### src/rtl/instruction_prefetch_queue_pkg.sv
// Shared defaults and decode field indices for the instruction prefetch queue.
// Optional zero-cycle fetch-to-IR bypass is enabled by defining IPQ_BYPASS_EN.
package instruction_prefetch_queue_pkg;

  localparam int WIDTH_DEF   = 16;
  localparam int FIELD_W_DEF = 4;
  localparam int DEPTH_DEF   = 4;
  localparam int NFIELD_DEF  = WIDTH_DEF / FIELD_W_DEF;

  // Field k of the IR is irFields[k*FIELD_W +: FIELD_W]; the opcode is the top field.
  localparam int FLD_OPCODE = NFIELD_DEF - 1;
  localparam int FLD_2      = 2;
  localparam int FLD_1      = 1;
  localparam int FLD_0      = 0;

endpackage

### src/rtl/instruction_prefetch_queue_if.sv
// Fetch/decode bus of the instruction prefetch queue: memory push side,
// IR pop/flush control and the decoded IR fields.
interface instruction_prefetch_queue_if
  import instruction_prefetch_queue_pkg::*;
#(
  parameter int WIDTH = WIDTH_DEF,
  parameter int DEPTH = DEPTH_DEF
) ();
  localparam int CW = $clog2(DEPTH + 1);

  logic [WIDTH-1:0] memData;
  logic             memValid;
  logic             memReady;
  logic             IRWrite;
  logic             flush;
  logic [WIDTH-1:0] irFields;
  logic             irValid;
  logic [CW-1:0]    count;

  modport master (
    output memData, memValid, IRWrite, flush,
    input  memReady, irFields, irValid, count
  );

  modport slave (
    input  memData, memValid, IRWrite, flush,
    output memReady, irFields, irValid, count
  );
endinterface

### src/rtl/instruction_prefetch_queue_fifo.sv
// ipq_fifo: circular word store for the prefetch queue. count is exact;
// full/empty are derived from it. clear has priority over push and pop.
module ipq_fifo #(
  parameter int WIDTH = 16,
  parameter int DEPTH = 4
) (
  input  logic                       clk,
  input  logic                       reset,
  input  logic                       clear,
  input  logic                       push,
  input  logic                       pop,
  input  logic [WIDTH-1:0]           wdata,
  output logic [WIDTH-1:0]           rdata,
  output logic [$clog2(DEPTH+1)-1:0] count,
  output logic                       full,
  output logic                       empty
);
  localparam int PW = $clog2(DEPTH);
  localparam int CW = $clog2(DEPTH + 1);

  logic [WIDTH-1:0] mem [DEPTH];
  logic [PW-1:0]    wr_ptr;
  logic [PW-1:0]    rd_ptr;
  logic             do_push;
  logic             do_pop;

  assign full    = (count == CW'(DEPTH));
  assign empty   = (count == '0);
  assign do_push = push && !full && !clear;
  assign do_pop  = pop && !empty && !clear;
  assign rdata   = mem[rd_ptr];

  // DEPTH is a power of two, so the pointers wrap by natural overflow.
  always_ff @(posedge clk) begin
    if (reset || clear) begin
      wr_ptr <= '0;
      rd_ptr <= '0;
      count  <= '0;
    end else begin
      if (do_push) wr_ptr <= wr_ptr + PW'(1);
      if (do_pop)  rd_ptr <= rd_ptr + PW'(1);
      count <= count + CW'(do_push) - CW'(do_pop);
    end
  end

  always_ff @(posedge clk) begin
    if (do_push) mem[wr_ptr] <= wdata;
  end
endmodule

### src/rtl/instruction_prefetch_queue.sv
// Instruction prefetch queue: FIFO of fetched words feeding the instruction
// register. Optional zero-cycle bypass of an empty queue under IPQ_BYPASS_EN.
module instruction_prefetch_queue
  import instruction_prefetch_queue_pkg::*;
#(
  parameter int WIDTH   = WIDTH_DEF,
  parameter int FIELD_W = FIELD_W_DEF,
  parameter int DEPTH   = DEPTH_DEF
) (
  input  logic                        clk,
  input  logic                        reset,
  instruction_prefetch_queue_if.slave bus
);
  localparam int NFIELD = WIDTH / FIELD_W;

  logic [WIDTH-1:0] head;
  logic             full;
  logic             empty;
  logic             bypass;
  logic             push;
  logic             pop;
  logic [WIDTH-1:0] ir_p1;
  logic             vld_p1;

`ifdef IPQ_BYPASS_EN
  assign bypass = empty && bus.memValid && bus.IRWrite && !bus.flush;
`else
  assign bypass = 1'b0;
`endif

  // A bypassed word goes straight to the IR and is never queued.
  assign push = bus.memValid && !bus.flush && !bypass;
  assign pop  = bus.IRWrite && !empty && !bus.flush;

  ipq_fifo #(
    .WIDTH (WIDTH),
    .DEPTH (DEPTH)
  ) u_fifo (
    .clk   (clk),
    .reset (reset),
    .clear (bus.flush),
    .push  (push),
    .pop   (pop),
    .wdata (bus.memData),
    .rdata (head),
    .count (bus.count),
    .full  (full),
    .empty (empty)
  );

  assign bus.memReady = !full;

  // Stage 1: instruction register; reset and flush both clear it.
  always_ff @(posedge clk) begin
    if (reset || bus.flush) begin
      ir_p1  <= '0;
      vld_p1 <= 1'b0;
    end else if (bypass) begin
      ir_p1  <= bus.memData;
      vld_p1 <= 1'b1;
    end else if (pop) begin
      ir_p1  <= head;
      vld_p1 <= 1'b1;
    end
  end

  for (genvar k = 0; k < NFIELD; k++) begin : g_field
    assign bus.irFields[k*FIELD_W +: FIELD_W] = ir_p1[k*FIELD_W +: FIELD_W];
  end
  assign bus.irValid = vld_p1;
endmodule
### src/flat_wrapper.sv
// flat-port wrapper written by rule: the top's interface ports become plain ports
module instruction_prefetch_queue_flat import instruction_prefetch_queue_pkg::*;
#(
  parameter int WIDTH   = WIDTH_DEF,
  parameter int FIELD_W = FIELD_W_DEF,
  parameter int DEPTH   = DEPTH_DEF
)
  (clk, reset, bus_memData, bus_memValid, bus_IRWrite, bus_flush, bus_memReady, bus_irFields, bus_irValid, bus_count);
  instruction_prefetch_queue_if #(.WIDTH(WIDTH), .DEPTH(DEPTH)) bus_i ();
  input  logic clk;
  input  logic reset;
  input wire logic [$bits(bus_i.memData)-1:0] bus_memData;
  input wire logic [$bits(bus_i.memValid)-1:0] bus_memValid;
  input wire logic [$bits(bus_i.IRWrite)-1:0] bus_IRWrite;
  input wire logic [$bits(bus_i.flush)-1:0] bus_flush;
  output wire logic [$bits(bus_i.memReady)-1:0] bus_memReady;
  output wire logic [$bits(bus_i.irFields)-1:0] bus_irFields;
  output wire logic [$bits(bus_i.irValid)-1:0] bus_irValid;
  output wire logic [$bits(bus_i.count)-1:0] bus_count;
  assign bus_i.memData = bus_memData;
  assign bus_i.memValid = bus_memValid;
  assign bus_i.IRWrite = bus_IRWrite;
  assign bus_i.flush = bus_flush;
  assign bus_memReady = bus_i.memReady;
  assign bus_irFields = bus_i.irFields;
  assign bus_irValid = bus_i.irValid;
  assign bus_count = bus_i.count;
  instruction_prefetch_queue #(.WIDTH(WIDTH), .FIELD_W(FIELD_W), .DEPTH(DEPTH)) u_core (.clk(clk), .reset(reset), .bus(bus_i));
endmodule
### config.mk
export PLATFORM = sky130hd
export DESIGN_NAME = instruction_prefetch_queue_flat
export DESIGN_NICKNAME = d
export VERILOG_FILES = /design/src/rtl/instruction_prefetch_queue_pkg.sv /design/src/rtl/instruction_prefetch_queue_if.sv /design/src/rtl/instruction_prefetch_queue_fifo.sv /design/src/rtl/instruction_prefetch_queue.sv /design/src/flat_wrapper.sv
export SDC_FILE = /design/constraint.sdc
export NUM_CORES = 1
export LEC_CHECK = 0
export ABC_AREA = 1
export CAP_MARGIN = 10
export CORE_MARGIN = 10
export CORE_UTILIZATION = 25
export CTS_BUF_LIST = sky130_fd_sc_hd__clkbuf_8
export DETAILED_ROUTE_END_ITERATION = 10
export GPL_TIMING_DRIVEN = 0
export PLACE_DENSITY = 0.4
export SLEW_MARGIN = 20
export SYNTH_ARGS = -nofsm -noshare
export SYNTH_HDL_FRONTEND = slang
export SYNTH_SLANG_ARGS = --single-unit
### constraint.sdc
create_clock -name clk -period 2 [get_ports clk]
set_input_delay 0.4 -clock clk [delete_from_list [all_inputs] [get_ports clk]]
set_output_delay 0.4 -clock clk [all_outputs]
set_load 0.02 [all_outputs]
==> results of run 1 <==
metal layers:
metal	part of all wire, %	global-route usage, %	vias up
met5	0	0	-
met1	47	11.2	1116
met4	1.4	3.46	0
li1	-	-	1385
met2	47	14.4	46
met3	4.4	2.20	8
cell type report:
type / instances / area [µm²] / area share [%]
buffer: 14 / 123 / 2.54
clock buffer: 9 / 124 / 2.57
clock inverter: 7 / 63.8 / 1.32
inverter: 98 / 375 / 7.77
multi-input combinational: 220 / 1010 / 20.9
sequential: 88 / 2400 / 49.8
tap: 188 / 235 / 4.87
timing repair buffer: 49 / 494 / 10.2
synth_stat cells, types with 2 or more instances:
library cell,instances,area (µm²)
nand2_1,123,462
edfxtp_1,64,1920
inv_1,96,360
nand2_2,3,18.8
ha_1,6,75.1
a21oi_1,3,15.0
nand3_1,35,175
buf_2,2,10.0
buf_4,6,45.0
dfxtp_1,24,480
nor2_4,2,22.5
buf_6,6,67.6
nor2_1,44,165
cell families (layout without fill, tap and decap cells):
logic type / count (synthesis) / after routing / synth area share (%)
AOI/OAI and AO/OA: 3 / 3 / 0.387
xor gates and xnor gates: 1 / 1 / 0.226
adders and majority gates: 7 / 7 / 2.45
buffers and inverters: 112 / 177 / 12.8
DFF: 88 / 88 / 61.9
and+or+nand+nor: 209 / 209 / 22.2
worst paths after layout:
path / end / cells past startpoint / start / slack [ps]
max: u_core.u_fifo.count[2] / 10 / bus_memValid / 120
min: u_core.bus.irValid / 2 / u_core.bus.irValid / 490
max reg2reg: u_core.u_fifo.count[2] / 10 / u_core.u_fifo.count[1] / 170
min reg2reg: u_core.bus.irValid / 2 / u_core.bus.irValid / 490
critical path: stages:
cell	delay [ps]
clkdlybuf4s50_1	450
inv_1	60
nor2_4	110
nand2_4	60
ha_1	270
inv_1	40
ha_1	180
fa_1	370
xor2_1	140
nor2_1	50
timing repair:
action / CTS / global route
setup endpoints to repair: 10 / 2
pin swaps: 2 / 4
gates resized for setup: 4 / 3
setup buffers: 2 / 2
cloned: 0 / 0
power by group:
| part | leakage (nW) | switching (W) | internal, W |
|---|---|---|---|
| combinational | 1.27 | 0.000113 | 0.0000898 |
| sequential | 0.775 | 0.00000911 | 0.00198 |
| clock | 0.0956 | 0.000627 | 0.000566 |
registers in the layout (all words and copies together) (netlist names):
register	count
u_core.bus.irValid	1
u_core.u_fifo.rd_ptr	2
u_core.bus.irFields	16
u_core.u_fifo.mem	64
u_core.u_fifo.count	3
u_core.u_fifo.wr_ptr	2
through the flow:
stage	hold slack (ps)	instances	worst slack, ps	total power [W]	util [%]
6_report	486	673	123	0.00338	31.8
5_1_grt	511	673	40.7	0.00355	31.8
4_1_cts	489	671	5.78	0.00345	31.6
3_5_place_dp	466	653	-595	0.00223	30.2
3_3_place_gp	454	649	-1140	0.00222	29.8
2_1_floorplan	474	420	26.7	0.00213	-
==> flow_summary.json, run 1 <==
{
  "grt_max_degree": 15,
  "fillers": 1622,
  "place.port_buffers": 41,
  "critPathArrivalTime_ps": 2120,
  "syn_avg_cell_area_um2": 9.24,
  "layout_common_cells": "122 x nand2_1, 97 x inv_1, 64 x edfxtp_1",
  "cp.required_ps": 2250,
  "syn2layout_area_growth_pct": 24.4,
  "maxCapViolations": 0,
  "leakagePower_nw": 2.14,
  "yosysWarnings": 0,
  "crit_path_max_fanout": 3,
  "tightest_slew_ps": 563,
  "fin_area_um2": 4830,
  "cts_max_path_buffers": 2,
  "h-tree-depth": 3,
  "maxSlewViolCount": 0,
  "yosysSeqAreaShare_pct": 61.9,
  "setup_tns_ps": 0,
  "wl_per_cell_um": 13.1,
  "first_global_vias": 2560,
  "fin_crit_ps": 1880,
  "rows": 45,
  "dr.pass1.iters": 4,
  "synth_cell_types": 19,
  "slew_headroom_pct": 62.4,
  "diodes": 0,
  "clk_pin_slew_ps": 90,
  "grt_antenna_before_repair": 0,
  "clock_latency_ps": 350,
  "post-route-period-util_pct": 93.8,
  "globalplace.congestion": 0.714,
  "synth.net_count": 448,
  "status": "completed",
  "numClockSinks": 88,
  "final_common_cell": "nand2_1",
  "startpoint_type": "input port",
  "power_density_nw_per_um2": 701,
  "setup_viol": 0,
  "endpoint_kind": "flip-flop",
  "ant_nets": 0,
  "synthArstFlopShare_pct": 0,
  "dpl.hpwl_mm": 6.23,
  "fmax_ghz": 0.533,
  "ys_ff_latch": 88,
  "hold_viol": 0,
  "grt_pass1_wl_mm": 13.9,
  "grt_usage_pct": 8.89,
  "layout.nets": 508,
  "io_pins": 42,
  "drtIter0Drc": 117,
  "num_vias": 2555,
  "netlist_area_um2": 3880,
  "root_buffer": "clkbuf_8",
  "netlist_instances": 420,
  "cts_hold_buffers": 0,
  "synth_edf_count": 64,
  "placed_area_um2": 4590,
  "cts_buffers": 9,
  "drive_above_1_share_pct": 10.5,
  "cts_tree": "built",
  "dieWidth_um": 145,
  "peakVddDrop_mv": 0.254,
  "viasPerCell": 3.80,
  "core_um2": 15200,
  "routed_wl_mm": 8.83,
  "clock_skew_ps": 7.47,
  "die_h_um": 145,
  "dieArea_um2": 20900,
  "start_util_pct": 25.5,
  "synth_ff_type": "edfxtp_1",
  "drc": 0,
  "rsz0062_at_grt": "false",
  "grt_overflow_total": 0,
  "path_class": "input port to flip-flop",
  "min_path_type": "flip-flop to flip-flop"
}
(Power assumes the default switching activity.)
==> run 2, diff against run 1 <==
TNS_END_PERCENT = 20   (was default)
==> results of run 2 <==
Final layout, timing and power as in run 1 (identical DEF).
==> edit 1: new RTL, settings of run 1 <==
The package constant `WIDTH_DEF` goes from 16 to 32.
--- a/src/rtl/instruction_prefetch_queue_pkg.sv
+++ b/src/rtl/instruction_prefetch_queue_pkg.sv
@@ -2,7 +2,7 @@
 // Optional zero-cycle fetch-to-IR bypass is enabled by defining IPQ_BYPASS_EN.
 package instruction_prefetch_queue_pkg;
 
-  localparam int WIDTH_DEF   = 16;
+  localparam int WIDTH_DEF   = 32;
   localparam int FIELD_W_DEF = 4;
   localparam int DEPTH_DEF   = 4;
   localparam int NFIELD_DEF  = WIDTH_DEF / FIELD_W_DEF;
Interface: changed (resized bus_irFields and bus_memData); port bits go from 42 to 74. No check against the original RTL was run, so the function may have changed too.
==> edit 1 against run 1 <==
Non-clock buffer count grew 46. Wire length grew 110%. Area after synthesis grew 84%. Critical path depth is the same. Clock power grew 120%. Worst setup slack lost 0.013 ns. Via count grew 89%. Die area grew 71%. Sequential cell count grew 80. Sequential power grew 91%. Design area grew 86%. Total power grew 100%. Synthesized cell count grew 84%. Critical path type unchanged. Critical endpoint is now u_core.u_fifo.count[1]$_SDFF_PP0_. Largest cell class unchanged. Largest power group unchanged.
==> edit 1: results (changes against run 1) <==
\begin{tabular}{lr}
\hline
Metric & Value \\
\hline
\multicolumn{2}{l}{\textbf{Run status}} \\
Status & finished clean \\
\multicolumn{2}{l}{\textbf{Yosys}} \\
Mean post-synth cell area & 9.27 sq um (+0.37\%) \\
Cell types with the highest counts after synthesis & 235 x nand2\_1, 177 x inv\_1, 128 x edfxtp\_1 \\
Sequential element share of the synthesized area & 0.649 (+0.0297) \\
Synth Area in Compound Gates & 0.00280 (-0.00107) \\
Arithmetic-cell share of the synthesized area counting full adders, half adders and majority gates & 0.0133 (-0.0112) \\
Cell types occupying the most area after synthesis & edfxtp\_1 54\%, nand2\_1 12\%, dfxtp\_1 11\% \\
Xor-xnor portion of the synthesized cell area & 0.00122 (-0.00103) \\
Net count after synthesis & 816 (+82\%) \\
Count of flip-flops with a built-in enable after synthesis & 128 (+100\%) \\
\multicolumn{2}{l}{\textbf{Clocking}} \\
CTS H-tree depth & 4 (+1) \\
Post-CTS Resized & 7 (+3) \\
Latest clock arrival within the worst-skew pair & 0.46 ns (+0.11 ns) \\
Buffer type at the clock tree root & clkbuf\_8 \\
\multicolumn{2}{l}{\textbf{Placed design}} \\
DP Wirelength & 12000 microns (+93\%) \\
Port buffer count & 73 (+78\%) \\
Area of placed instances & 8530 sq um (+86\%) \\
Post-Place Cells & 1228 (+88\%) \\
\multicolumn{2}{l}{\textbf{Finish}} \\
Number of nets at the end of the flow & 913 (+80\%) \\
Share of final-layout standard cells stronger than drive strength 1 & 0.0907 (-0.0145) \\
Number of fillers in the final layout & 2979 (+84\%) \\
Number of flip-flops under the largest register name & 128 (+100\%) \\
\multicolumn{2}{l}{\textbf{Route}} \\
Via count of the routed design & 4822 (+89\%) \\
Vias per Instance & 3.82 (+0.64\%) \\
Drt first-iter violations & 207 (+77\%) \\
\multicolumn{2}{l}{\textbf{Worst setup path}} \\
Slowest cell on crit path & fa\_2 \\
Worst Path Max Fanout & 7 (+4) \\
CP peak stage delay & 0.51 ns (+0.06 ns) \\
Worst path arrival time & 2.28 ns (+0.16 ns) \\
\multicolumn{2}{l}{\textbf{Global routing}} \\
Initial antenna violation count & 1 (+1) \\
Global-route wire length before repair & 27900 microns (+100\%) \\
Pin count of the biggest net entering global routing & 21 (+6) \\
Vias in the first global route & 4742 (+85\%) \\
\multicolumn{2}{l}{\textbf{Power}} \\
Power attributed to sequential cells & 0.00381 W (+91\%) \\
Clock power share & 0.382 (+0.029) \\
Total chip power & 0.00676 W (+100\%) \\
Static leakage power & 3.97 nW (+85\%) \\
\multicolumn{2}{l}{\textbf{STA}} \\
Tightest slew margin relative to the limit & 0.542 (-0.0823) \\
Fin Clk Skew & 0.0164 ns (+0.00891 ns) \\
\hline
\end{tabular}
-- edit 1: area by class of cell --
type / count / area, sq um / area share
tap: 378 / 473 / 0.0526
antenna: 2 / 5.00 / 0.000557
clock buffer: 19 / 262 / 0.0291
inverter: 179 / 672 / 0.0748
sequential: 168 / 4650 / 0.518
buffer: 29 / 166 / 0.0185
clock inverter: 13 / 159 / 0.0177
timing repair buffer: 80 / 868 / 0.0967
multi-input combinational: 394 / 1730 / 0.192
-- edit 1: worst reg2reg max path, stage by stage, from the launching register on --
cell and delay, ns:
dfxtp_4 0.37, nor2_4 0.14, nand2_2 0.10, nand2_4 0.16, ha_1 0.25, inv_1 0.05
ha_2 0.16, fa_2 0.42, inv_1 0.06, nor2_1 0.03
-- edit 1: cells by family (layout without fill, tap and decap cells) --
logic type | after synthesis | count (layout)
simple gates | 382 | 382
buf+inv | 210 | 320
flops | 168 | 168
fa+ha+maj | 7 | 7
compound gates | 4 | 4
xor+xnor | 1 | 1
other cells | 0 | 2
-- edit 1: metal layers --
layer / vias to the layer above / share of wire / global-route usage
met3: 15 / 0.045 / 0.0300
met2: 92 / 0.45 / 0.160
met1: 2186 / 0.49 / 0.133
met5: - / 0 / 0
li1: 2529 / - / -
met4: 0 / 0.016 / 0.0382
-- edit 1: worst paths after layout --
check / to / start / slack, ns / cells past startpoint
setup / recovery: u_core.u_fifo.count[1]$_SDFF_PP0_ / bus_memValid / 0.11 / 10
hold / removal: u_core.bus.irValid$_SDFFE_PP0N_ / u_core.bus.irValid$_SDFFE_PP0N_ / 0.51 / 2
setup reg to reg: u_core.u_fifo.count[1]$_SDFF_PP0_ / u_core.u_fifo.count[0]$_SDFF_PP0_ / 0.13 / 9
hold reg to reg: u_core.bus.irValid$_SDFFE_PP0N_ / u_core.bus.irValid$_SDFFE_PP0N_ / 0.51 / 2
==> edit 2: new RTL, config.mk and constraints of run 1 <==
Made on the original files. The option `IPQ_BYPASS_EN` is turned on by a define.
--- a/src/rtl/instruction_prefetch_queue.sv
+++ b/src/rtl/instruction_prefetch_queue.sv
@@ -1,5 +1,7 @@
 // Instruction prefetch queue: FIFO of fetched words feeding the instruction
 // register. Optional zero-cycle bypass of an empty queue under IPQ_BYPASS_EN.
+`define IPQ_BYPASS_EN
+
 module instruction_prefetch_queue
   import instruction_prefetch_queue_pkg::*;
 #(
Function: changed (a bounded check fails within 4 cycles, from zero or initial values).
==> edit 2 against run 1 <==
Design area increased by 7.4%. Via count increased by 18%. Sequential share of layout area decreased by 2.6 points. Worst setup slack got worse by 0.015 ns. Area after synthesis increased by 7.4%. Wire length increased by 23%. Critical path depth unchanged. Register-to-register slack got worse by 0.06 ns. Clock power decreased by 4%. Sequential power increased by 2%. Sequential cell count increased by 2. Total power increased by 2.1%. Largest cell class unchanged.
==> edit 2: results (changes against run 1) <==
\begin{tabular}{lr}
\hline
Metric & Value \\
\hline
\multicolumn{2}{l}{\textbf{Run status}} \\
Status & finished clean \\
\multicolumn{2}{l}{\textbf{Worst setup path}} \\
CP peak stage delay & 0.52 ns (+0.07 ns) \\
Critical path class & reg -> reg \\
Register-to-register setup slack & 0.11 ns (-0.06 ns) \\
Worst Path Max Fanout & 4 (+1) \\
Count of cells along the worst register-to-register path & 10 (unchanged) \\
Slowest cell on crit path & fa\_2 \\
\multicolumn{2}{l}{\textbf{Yosys}} \\
Cell types occupying the most area after synthesis & edfxtp\_1 46\%, dfxtp\_1 12\%, nand2\_1 12\% \\
Count of flip-flops with a built-in enable after synthesis & 64 (unchanged) \\
Net count after synthesis & 502 (+12\%) \\
Cell types with the highest counts after synthesis & 136 x nand2\_1, 97 x inv\_1, 64 x edfxtp\_1 \\
Sequential element share of the synthesized area & 0.586 (-0.0330) \\
Mapped Cells & 474 (+13\%) \\
Number of distinct standard cells referenced by the synthesized netlist & 25 (+6) \\
\multicolumn{2}{l}{\textbf{Placed design}} \\
DP Wirelength & 7470 microns (+20\%) \\
Setup slack after placement & -0.601 ns (-0.00600 ns) \\
Routability-driven placement congestion ratio & 0.716 (+0.29\%) \\
\multicolumn{2}{l}{\textbf{Route}} \\
Drt first-iter violations & 123 (+5.1\%) \\
Vias per Instance & 3.97 (+4.6\%) \\
Detailed-route wire length & 10800 microns (+23\%) \\
Length of the first detailed-routing pass in iterations & 5 (+1) \\
\multicolumn{2}{l}{\textbf{Global routing}} \\
Met3 capacity usage during global routing & 0.0273 (+0.00533) \\
Global-route wire length before repair & 17100 microns (+23\%) \\
Met2 capacity usage during global routing & 0.156 (+0.0126) \\
GR met1 Demand/Resource & 0.130 (+0.0185) \\
Overall global routing resource usage & 0.102 (+0.0131) \\
Pin count of the biggest net entering global routing & 16 (+1) \\
Vias in the first global route & 3101 (+21\%) \\
\multicolumn{2}{l}{\textbf{Power}} \\
Power in combinational cells & 0.000286 W (+42\%) \\
Static leakage power & 2.35 nW (+9.9\%) \\
Worst IR Drop VDD & 256 uV (+0.76\%) \\
Power Clock & 0.00114 W (-4\%) \\
Clock power share & 0.329 (-0.024) \\
\multicolumn{2}{l}{\textbf{Clocking}} \\
Latest clock arrival within the worst-skew pair & 0.38 ns (+0.03 ns) \\
\multicolumn{2}{l}{\textbf{STA}} \\
Fin Clk Skew & 0.0167 ns (+0.00928 ns) \\
Tightest slew margin relative to the limit & 0.492 (-0.132) \\
\multicolumn{2}{l}{\textbf{Hold path}} \\
Worst hold path cell count & 5 (+3) \\
Worst Hold Path EP & u\_core.u\_fifo.wr\_ptr[0]\$\_SDFFE\_PP0P\_ \\
Hold wc startpoint & bus\_memValid \\
\multicolumn{2}{l}{\textbf{Finish}} \\
Number of nets at the end of the flow & 564 (+11\%) \\
\hline
\end{tabular}
-- edit 2: per-stage QoR --
| step | hold WS, ns | utilization | setup TNS, ns | instance area [sq um] | std cells |
|---|---|---|---|---|---|
| 2_1_floorplan | 0.470 | - | 0 | 4180 | 474 |
| 3_3_place_gp | 0.457 | 0.295 | -73.68 | 4860 | 735 |
| 3_5_place_dp | 0.451 | 0.299 | -25.79 | 4930 | 739 |
| 4_1_cts | 0.474 | 0.313 | -0.0274 | 5150 | 759 |
| 5_1_grt | 0.467 | 0.315 | -0.0109 | 5180 | 761 |
| 6_report | 0.434 | 0.315 | 0 | 5190 | 762 |
-- edit 2: logic make-up (layout without fill, tap and decap cells) --
family,count (synthesis),after routing,synth area share
DFF,90,90,0.586
AOI/OAI and AO/OA,3,3,0.00360
xor gates and xnor gates,3,3,0.00631
buffers and inverters,117,184,0.114
and+or+nand+nor,254,254,0.267
adders and majority gates,7,7,0.0228
other,0,1,0
-- edit 2: layout make-up --
| class | instances | area, sq um |
|---|---|---|
| antenna | 1 | 2.50 |
| buffer | 19 | 108 |
| clock buffer | 9 | 124 |
| clock inverter | 7 | 43.8 |
| fill | 1750 | 11300 |
| inverter | 98 | 368 |
| multi-input combinational | 267 | 1310 |
| sequential | 90 | 2450 |
| tap | 220 | 275 |
| timing repair buffer | 51 | 514 |
-- edit 2: what timing repair did --
| action | 4_1_cts | 5_1_grt |
|---|---|---|
| pin swaps | 2 | 6 |
| buffers inserted | 4 | 2 |
| gates resized for setup | 6 | 7 |
| setup endpoints to repair | 17 | 10 |
-- edit 2: routing by layer --
metal,vias up,routed length [microns]
met1,1385,5200
met5,-,0
li1,1565,-
met3,15,717
met4,0,250
met2,62,4670
